===== config.mk =====
export PLATFORM = sky130hd
export DESIGN_NAME = nn_train_sequencer_flat
export DESIGN_NICKNAME = d
export VERILOG_FILES = /design/src/rtl/nn_train_sequencer_if.sv /design/src/rtl/nn_train_sequencer.sv /design/src/flat_wrapper.sv
export SDC_FILE = /design/constraint.sdc
export NUM_CORES = 1
export LEC_CHECK = 0
export BUFFER_PORTS_ARGS = -buffer_cell sky130_fd_sc_hd__buf_2
export CELL_PAD_IN_SITES_DETAIL_PLACEMENT = 0
export CELL_PAD_IN_SITES_GLOBAL_PLACEMENT = 2
export CORE_ASPECT_RATIO = 0.7
export CORE_MARGIN = 3
export CORE_UTILIZATION = 26
export CTS_BUF_LIST = sky130_fd_sc_hd__clkbuf_4
export CTS_CLUSTER_SIZE = 24
export DETAILED_ROUTE_END_ITERATION = 7
export PLACE_DENSITY = 0.7
export SKIP_CTS_REPAIR_TIMING = 1
export SLEW_MARGIN = 40
export SYNTH_ARGS = -nofsm -noshare
export SYNTH_HDL_FRONTEND = slang
export SYNTH_SLANG_ARGS = --single-unit

===== constraint.sdc =====
create_clock -name iCLK -period 6.1 [get_ports iCLK]
set_clock_uncertainty 0.2 [all_clocks]
set_input_delay 0.61 -clock iCLK [delete_from_list [all_inputs] [get_ports iCLK]]
set_output_delay 0.61 -clock iCLK [all_outputs]
set_load 0.02 [all_outputs]

===== src/rtl/nn_train_sequencer_if.sv =====
// Control/status bundle between the frame sequencer and its surroundings.
// slave = the sequencer, master = feature source / key / datapath observer side.
interface nn_train_sequencer_if #(
  parameter int EPOCH_W = 16
);
  logic               iFrameSync;
  logic               iXAvail;
  logic               iXFull;
  logic               iTrain;
  logic               oNewFrame;
  logic               oComputeH;
  logic               oClassify;
  logic               oUpRule;
  logic               oBusy;
  logic               oTrainPend;
  logic               oErr;
  logic [EPOCH_W-1:0] oEpoch;
  logic [2:0]         oState;

  modport master (
    output iFrameSync, iXAvail, iXFull, iTrain,
    input  oNewFrame, oComputeH, oClassify, oUpRule, oBusy,
    input  oTrainPend, oErr, oEpoch, oState
  );

  modport slave (
    input  iFrameSync, iXAvail, iXFull, iTrain,
    output oNewFrame, oComputeH, oClassify, oUpRule, oBusy,
    output oTrainPend, oErr, oEpoch, oState
  );
endinterface


===== src/rtl/nn_train_sequencer.sv =====
// Per-frame sequencer: clear Hw, accumulate features, classify, optional weight-update pass.
// Define NN_SEQ_WDOG_EN to add a watchdog that bails out of ACCUM/UPDATE after WDOG_CYCLES.
module nn_train_sequencer #(
  parameter int N_INPUTS        = 1024,
  parameter int CLASSIFY_CYCLES = 2,
  parameter int EPOCH_W         = 16,
  parameter int WDOG_CYCLES     = 1 << 20
) (
  input  logic                 iCLK,
  input  logic                 iRST_N,
  nn_train_sequencer_if.slave  bus
);

  localparam int CNT_W = $clog2(N_INPUTS + 1);
  localparam int CLS_W = $clog2(CLASSIFY_CYCLES + 1);
  localparam logic [CNT_W-1:0] N_CNT    = CNT_W'(N_INPUTS);
  localparam logic [CLS_W-1:0] CLS_LAST = CLS_W'(CLASSIFY_CYCLES - 1);

  typedef enum logic [2:0] {
    S_IDLE     = 3'd0,
    S_CLEAR    = 3'd1,
    S_ACCUM    = 3'd2,
    S_CLASSIFY = 3'd3,
    S_WAIT_UPD = 3'd4,
    S_UPDATE   = 3'd5,
    S_DONE     = 3'd6
  } state_t;

  state_t             state_q, state_d;
  logic [CNT_W-1:0]   count_q, count_d;
  logic [CLS_W-1:0]   cls_q, cls_d;
  logic               train_r_q, train_r_d;
  logic               train_pend_q, train_pend_d;
  logic               err_q, err_d;
  logic [EPOCH_W-1:0] epoch_q, epoch_d;
  logic               new_frame_q, new_frame_d;
  logic               compute_h_q, compute_h_d;
  logic               classify_q, classify_d;
  logic               up_rule_q, up_rule_d;
  logic               busy_q, busy_d;

  logic [CNT_W-1:0]   strobe_cnt;
  logic               vec_done;
  logic               vec_short;
  logic               train_rise;
  logic               pend_window;

`ifdef NN_SEQ_WDOG_EN
  localparam int WD_W = $clog2(WDOG_CYCLES + 1);
  localparam logic [WD_W-1:0] WD_LAST = WD_W'(WDOG_CYCLES - 1);
  logic [WD_W-1:0] wdog_q, wdog_d;
`endif

  // Feature count including this cycle's strobe; the vector ends on the Nth strobe or iXFull.
  always_comb begin
    strobe_cnt = count_q;
    if (bus.iXAvail && (count_q != N_CNT)) begin
      strobe_cnt = count_q + CNT_W'(1);
    end
    vec_done    = (strobe_cnt == N_CNT) || bus.iXFull;
    vec_short   = bus.iXFull && (strobe_cnt != N_CNT);
    train_rise  = bus.iTrain && !train_r_q;
    pend_window = (state_q == S_IDLE) || (state_q == S_CLEAR) ||
                  (state_q == S_ACCUM) || (state_q == S_CLASSIFY);
  end

  always_comb begin
    state_d      = state_q;
    count_d      = count_q;
    cls_d        = cls_q;
    err_d        = err_q;
    epoch_d      = epoch_q;
    train_r_d    = bus.iTrain;
    train_pend_d = train_pend_q || (train_rise && pend_window);

    case (state_q)
      S_IDLE: begin
        if (bus.iFrameSync) state_d = S_CLEAR;
      end
      S_CLEAR: begin
        count_d = '0;
        state_d = S_ACCUM;
      end
      S_ACCUM: begin
        count_d = strobe_cnt;
        // Completion beats a coincident frame sync; the sync is simply dropped.
        if (vec_done) begin
          state_d = S_CLASSIFY;
          cls_d   = '0;
          if (vec_short) err_d = 1'b1;
        end else if (bus.iFrameSync) begin
          err_d   = 1'b1;
          state_d = S_CLEAR;
        end
      end
      S_CLASSIFY: begin
        if (cls_q == CLS_LAST) begin
          state_d = train_pend_d ? S_WAIT_UPD : S_IDLE;
        end else begin
          cls_d = cls_q + CLS_W'(1);
        end
      end
      S_WAIT_UPD: begin
        // Hw sum from the classified frame is kept, so no clear pulse here.
        if (bus.iFrameSync) begin
          count_d = '0;
          state_d = S_UPDATE;
        end
      end
      S_UPDATE: begin
        count_d = strobe_cnt;
        if (vec_done) begin
          state_d = S_DONE;
          if (vec_short) err_d = 1'b1;
        end else if (bus.iFrameSync) begin
          err_d   = 1'b1;
          state_d = S_IDLE;
        end
      end
      S_DONE: begin
        epoch_d      = epoch_q + EPOCH_W'(1);
        train_pend_d = 1'b0;
        state_d      = S_IDLE;
      end
      default: state_d = S_IDLE;
    endcase

`ifdef NN_SEQ_WDOG_EN
    if (((state_q == S_ACCUM) || (state_q == S_UPDATE)) && (wdog_q == WD_LAST)) begin
      state_d      = S_IDLE;
      err_d        = 1'b1;
      train_pend_d = 1'b0;
    end
    wdog_d = '0;
    if ((state_d == state_q) && ((state_q == S_ACCUM) || (state_q == S_UPDATE))) begin
      wdog_d = wdog_q + WD_W'(1);
    end
`endif

    // Outputs are registered from the next state so they align with oState.
    new_frame_d = (state_d == S_CLEAR);
    compute_h_d = (state_d == S_ACCUM);
    classify_d  = (state_d == S_CLASSIFY);
    up_rule_d   = (state_d == S_UPDATE);
    busy_d      = (state_d != S_IDLE);
  end

  always_ff @(posedge iCLK or negedge iRST_N) begin
    if (!iRST_N) begin
      state_q      <= S_IDLE;
      count_q      <= '0;
      cls_q        <= '0;
      train_r_q    <= 1'b0;
      train_pend_q <= 1'b0;
      err_q        <= 1'b0;
      epoch_q      <= '0;
      new_frame_q  <= 1'b0;
      compute_h_q  <= 1'b0;
      classify_q   <= 1'b0;
      up_rule_q    <= 1'b0;
      busy_q       <= 1'b0;
    end else begin
      state_q      <= state_d;
      count_q      <= count_d;
      cls_q        <= cls_d;
      train_r_q    <= train_r_d;
      train_pend_q <= train_pend_d;
      err_q        <= err_d;
      epoch_q      <= epoch_d;
      new_frame_q  <= new_frame_d;
      compute_h_q  <= compute_h_d;
      classify_q   <= classify_d;
      up_rule_q    <= up_rule_d;
      busy_q       <= busy_d;
    end
  end

`ifdef NN_SEQ_WDOG_EN
  always_ff @(posedge iCLK or negedge iRST_N) begin
    if (!iRST_N) wdog_q <= '0;
    else         wdog_q <= wdog_d;
  end
`endif

  assign bus.oNewFrame  = new_frame_q;
  assign bus.oComputeH  = compute_h_q;
  assign bus.oClassify  = classify_q;
  assign bus.oUpRule    = up_rule_q;
  assign bus.oBusy      = busy_q;
  assign bus.oTrainPend = train_pend_q;
  assign bus.oErr       = err_q;
  assign bus.oEpoch     = epoch_q;
  assign bus.oState     = state_q;

endmodule


===== src/flat_wrapper.sv =====
// flat-port wrapper written by rule: the top's interface ports become plain ports
module nn_train_sequencer_flat 
#(
  parameter int N_INPUTS        = 1024,
  parameter int CLASSIFY_CYCLES = 2,
  parameter int EPOCH_W         = 16,
  parameter int WDOG_CYCLES     = 1 << 20
)
  (iCLK, iRST_N, bus_iFrameSync, bus_iXAvail, bus_iXFull, bus_iTrain, bus_oNewFrame, bus_oComputeH, bus_oClassify, bus_oUpRule, bus_oBusy, bus_oTrainPend, bus_oErr, bus_oEpoch, bus_oState);
  nn_train_sequencer_if #(.EPOCH_W(EPOCH_W)) bus_i ();
  input  logic iCLK;
  input  logic iRST_N;
  input wire logic [$bits(bus_i.iFrameSync)-1:0] bus_iFrameSync;
  input wire logic [$bits(bus_i.iXAvail)-1:0] bus_iXAvail;
  input wire logic [$bits(bus_i.iXFull)-1:0] bus_iXFull;
  input wire logic [$bits(bus_i.iTrain)-1:0] bus_iTrain;
  output wire logic [$bits(bus_i.oNewFrame)-1:0] bus_oNewFrame;
  output wire logic [$bits(bus_i.oComputeH)-1:0] bus_oComputeH;
  output wire logic [$bits(bus_i.oClassify)-1:0] bus_oClassify;
  output wire logic [$bits(bus_i.oUpRule)-1:0] bus_oUpRule;
  output wire logic [$bits(bus_i.oBusy)-1:0] bus_oBusy;
  output wire logic [$bits(bus_i.oTrainPend)-1:0] bus_oTrainPend;
  output wire logic [$bits(bus_i.oErr)-1:0] bus_oErr;
  output wire logic [$bits(bus_i.oEpoch)-1:0] bus_oEpoch;
  output wire logic [$bits(bus_i.oState)-1:0] bus_oState;
  assign bus_i.iFrameSync = bus_iFrameSync;
  assign bus_i.iXAvail = bus_iXAvail;
  assign bus_i.iXFull = bus_iXFull;
  assign bus_i.iTrain = bus_iTrain;
  assign bus_oNewFrame = bus_i.oNewFrame;
  assign bus_oComputeH = bus_i.oComputeH;
  assign bus_oClassify = bus_i.oClassify;
  assign bus_oUpRule = bus_i.oUpRule;
  assign bus_oBusy = bus_i.oBusy;
  assign bus_oTrainPend = bus_i.oTrainPend;
  assign bus_oErr = bus_i.oErr;
  assign bus_oEpoch = bus_i.oEpoch;
  assign bus_oState = bus_i.oState;
  nn_train_sequencer #(.N_INPUTS(N_INPUTS), .CLASSIFY_CYCLES(CLASSIFY_CYCLES), .EPOCH_W(EPOCH_W), .WDOG_CYCLES(WDOG_CYCLES)) u_core (.iCLK(iCLK), .iRST_N(iRST_N), .bus(bus_i));
endmodule

==> impl_metrics.env <==
export IMPL_rows=27
export IMPL_die_y_um=83.2
export IMPL_critical_path_buf_inv_count=0
export IMPL_crit_chain="ha_1 -> and4_2 -> nand4_1 -> a211oi_1 -> a41oi_4 -> and2_2 -> a211o_2 -> a311oi_1"
export IMPL_grt_overflow=0
export IMPL_die_area_mm2=0.00967
export IMPL_synthDistinctLibCells=53
export IMPL_area_growth_pct=12.4
export IMPL_hold_ws_ps=48.5
export IMPL_use_met2_pct=14.7
export IMPL_dp_hpwl_um=3470
export IMPL_p_leak_uw=0.00110
export IMPL_synth_top_area_cell="dfrtp_1"
export IMPL_hold_viol=0
export IMPL_cts_made_buffers=5
export IMPL_grt_antenna_before_repair=0
export IMPL_worst_pin_slew_ps=780
export IMPL_numClockSinks=40
export IMPL_r2r_start="u_core.count_q[0]$_DFFE_PN0P_"
export IMPL_grt_use_met1_pct=17.0
export IMPL_drt_pass1_iterations=5
export IMPL_endpoint_kind="flip-flop"
export IMPL_insertion_delay_ps=340
export IMPL_netlist_area_leader_share_pct=45.2
export IMPL_arrival_ps=2990
export IMPL_start_util_pct=27.4
export IMPL_final_common_cell="dfrtp_1"
export IMPL_max_slew_margin_pct=47.4
export IMPL_syn_inst=228
export IMPL_synthMuxAreaShare_pct=1.47
export IMPL_synth_compound_area_share_pct=15.1
export IMPL_synthesis_nets=238
export IMPL_path_clk_slew_ps=120
export IMPL_avgSynthCellArea_um2=9.71
export IMPL_synth_xor_area_share_pct=7.52
export IMPL_worst_slack_ps=3160
export IMPL_min_period_over_period_pct=48.3
export IMPL_fmax_mhz=340
export IMPL_first_iter_violations=123
export IMPL_p_per_area_mw_per_mm2=380
export IMPL_worstHoldPathType="input port to async pin"
export IMPL_synthSimpleGateAreaFrac_pct=22.9
export IMPL_nNetsFinal=266
export IMPL_track_usage_pct=10.9
export IMPL_drc=0
export IMPL_core_mm2=0.00807
export IMPL_ios=32
export IMPL_via_per_inst=4.87
export IMPL_irDropWorstVdd_uv=151
export IMPL_drv_slew=0
export IMPL_antenna_left=0
export IMPL_crit_required_ps=6150
export IMPL_ys_warn_count=0
export IMPL_htreeDepth=2
export IMPL_synth_area_top_cells="dfrtp_1 45%, xnor2_1 6.3%, nand2_1 4.2%"
export IMPL_cts_max_path_buffers=2
export IMPL_critical_path_class="flip-flop to flip-flop"
export IMPL_place_congestion=0.809
export IMPL_pre_cts_ws_ps=3140
export IMPL_finalPower_uw=947
export IMPL_diodes=0
export IMPL_final_layout_size_suffix_gt1_share_pct=21.0
export IMPL_maxCapViolations=0
export IMPL_nFillCells=843
export IMPL_io_buffers=31
export IMPL_grt_pass1_vias=1611
export IMPL_synthAdderAreaFrac_pct=2.26
export IMPL_outcome="completed"
export IMPL_synth_seq_cells=40
export IMPL_critPathTopFamily="compound AO/OA/AOI/OAI gates"
export IMPL_grt_first_pass_wirelength_um=8440
export IMPL_start_kind="flip-flop"
export IMPL_dr_total_vias=1745
export IMPL_ff2ff_setup_slack_ps=3160
export IMPL_die_w_um=116
export IMPL_placed_area_mm2=0.00241
export IMPL_cts_root_buf="clkbuf_4"
export IMPL_grt_util_met3_pct=2.55
export IMPL_cp_slowest_stage_delay_ps=490
export IMPL_r2r_cells=8
export IMPL_wire_per_inst_um=14.1
export IMPL_synth_top_family_by_area="simple AND/OR/NAND/NOR gates"
export IMPL_yosysSeqAreaShare_pct=45.2
export IMPL_setup_tns_ps=0
export IMPL_setup_viol=0
export IMPL_cts_tree="done"
export IMPL_design_area_mm2=0.00249
export IMPL_synth_area_mm2=0.00221
export IMPL_grt_max_degree=41
export IMPL_routed_wl_um=5040
export IMPL_slowest_stage="dfrtp_1"
export IMPL_grt_most_used_layer="met1"
export IMPL_period_minus_slack_ps=2940
export IMPL_mostFrequentLayoutCells="40 x dfrtp_1, 30 x buf_2, 25 x nand2_1"
export IMPL_rsz0062_at_grt="no"
export IMPL_r2r_end="u_core.bus.oComputeH$_DFF_PN0_"
export IMPL_crit_fanout=8
[per-stage QoR]
| step | util [%] | cells |
|---|---|---|
| 2_1_floorplan | - | 228 |
| 3_3_place_gp | 29.8 | 350 |
| 3_5_place_dp | 29.8 | 350 |
| 4_1_cts | 30.8 | 358 |
| 5_1_grt | 30.8 | 358 |
| 6_report | 30.8 | 358 |
[layer usage]
metal,vias up,share of wire (%)
li1,869,-
met1,834,54
met2,40,41
met3,2,3.8
met4,0,0.81
met5,-,0
[sequential cells by signal, summed over array words and instances, names as in the netlist]
name	cells
u_core.count_q	11
u_core.bus.oClassify	1
u_core.bus.oNewFrame	1
u_core.bus.oUpRule	1
u_core.train_r_q	1
u_core.bus.oComputeH	1
u_core.bus.oBusy	1
u_core.bus.oTrainPend	1
u_core.bus.oEpoch	16
u_core.cls_q	2
u_core.bus.oState	3
u_core.bus.oErr	1
[cell families after synthesis]
logic type	Yosys count
DFF	40
AOI/OAI and AO/OA	48
xor gates and xnor gates	19
muxes	3
buffers and inverters	19
and+or+nand+nor	95
adders and majority gates	4
[report_power, final]
part	total (uW)	switching, uW	internal, uW
combinational	392	250	142
sequential	375	64.3	310
clock	180	89.4	90.5
[area by class of cell]
cell class	count	area [um2]	area share [%]
clock buffers	6	45.0	1.81
inverters	9	33.8	1.36
repair buffers	31	158	6.33
clock inverters	2	35.0	1.41
well taps	101	126	5.08
flip-flops and latches	40	1000	40.2
multi-input cells	169	1090	43.8
[cells in the mapped netlist, drive strengths merged]
cell / n
a41oi: 1
buf: 7
o21ba: 1
and4bb: 1
a311oi: 1
clkbuf: 3
or3: 1
nor2: 18
nand2: 26
nand4: 13
o221ai: 1
nand2b: 3
o31ai: 3
and3: 6
and4: 3
a211oi: 2
nand3: 6
ha: 4
o31a: 1
a311o: 1
mux2i: 1
nor4: 1
or2b: 1
o211a: 1
xnor2: 16
and2: 5
or2: 1
dfrtp: 40
and2b: 1
nor2b: 4
xor2: 3
or4: 1
a21oi: 5
nor3: 3
inv: 9
a211o: 2
nor3b: 1
a31oi: 5
a221oi: 1
o21a: 1
mux2: 2
a22o: 3
o21ai: 19
[how the worst max path moves through the flow]
stage | from | end | slack (ps) | depth (start not counted)
6_report | u_core.count_q[0]$_DFFE_PN0P_ | u_core.bus.oComputeH$_DFF_PN0_ | 3160 | 8
5_1_grt | u_core.count_q[1]$_DFFE_PN0P_ | u_core.bus.oComputeH$_DFF_PN0_ | 2960 | 8
4_1_cts | u_core.count_q[0]$_DFFE_PN0P_ | u_core.bus.oComputeH$_DFF_PN0_ | 3160 | 8
3_5_place_dp | bus_iXAvail | u_core.bus.oComputeH$_DFF_PN0_ | 3140 | 8
3_3_place_gp | bus_iXAvail | u_core.bus.oComputeH$_DFF_PN0_ | 3180 | 8
2_1_floorplan | bus_iXAvail | u_core.bus.oComputeH$_DFF_PN0_ | 3460 | 8
Note: power is estimated with default switching activity, not from simulation.
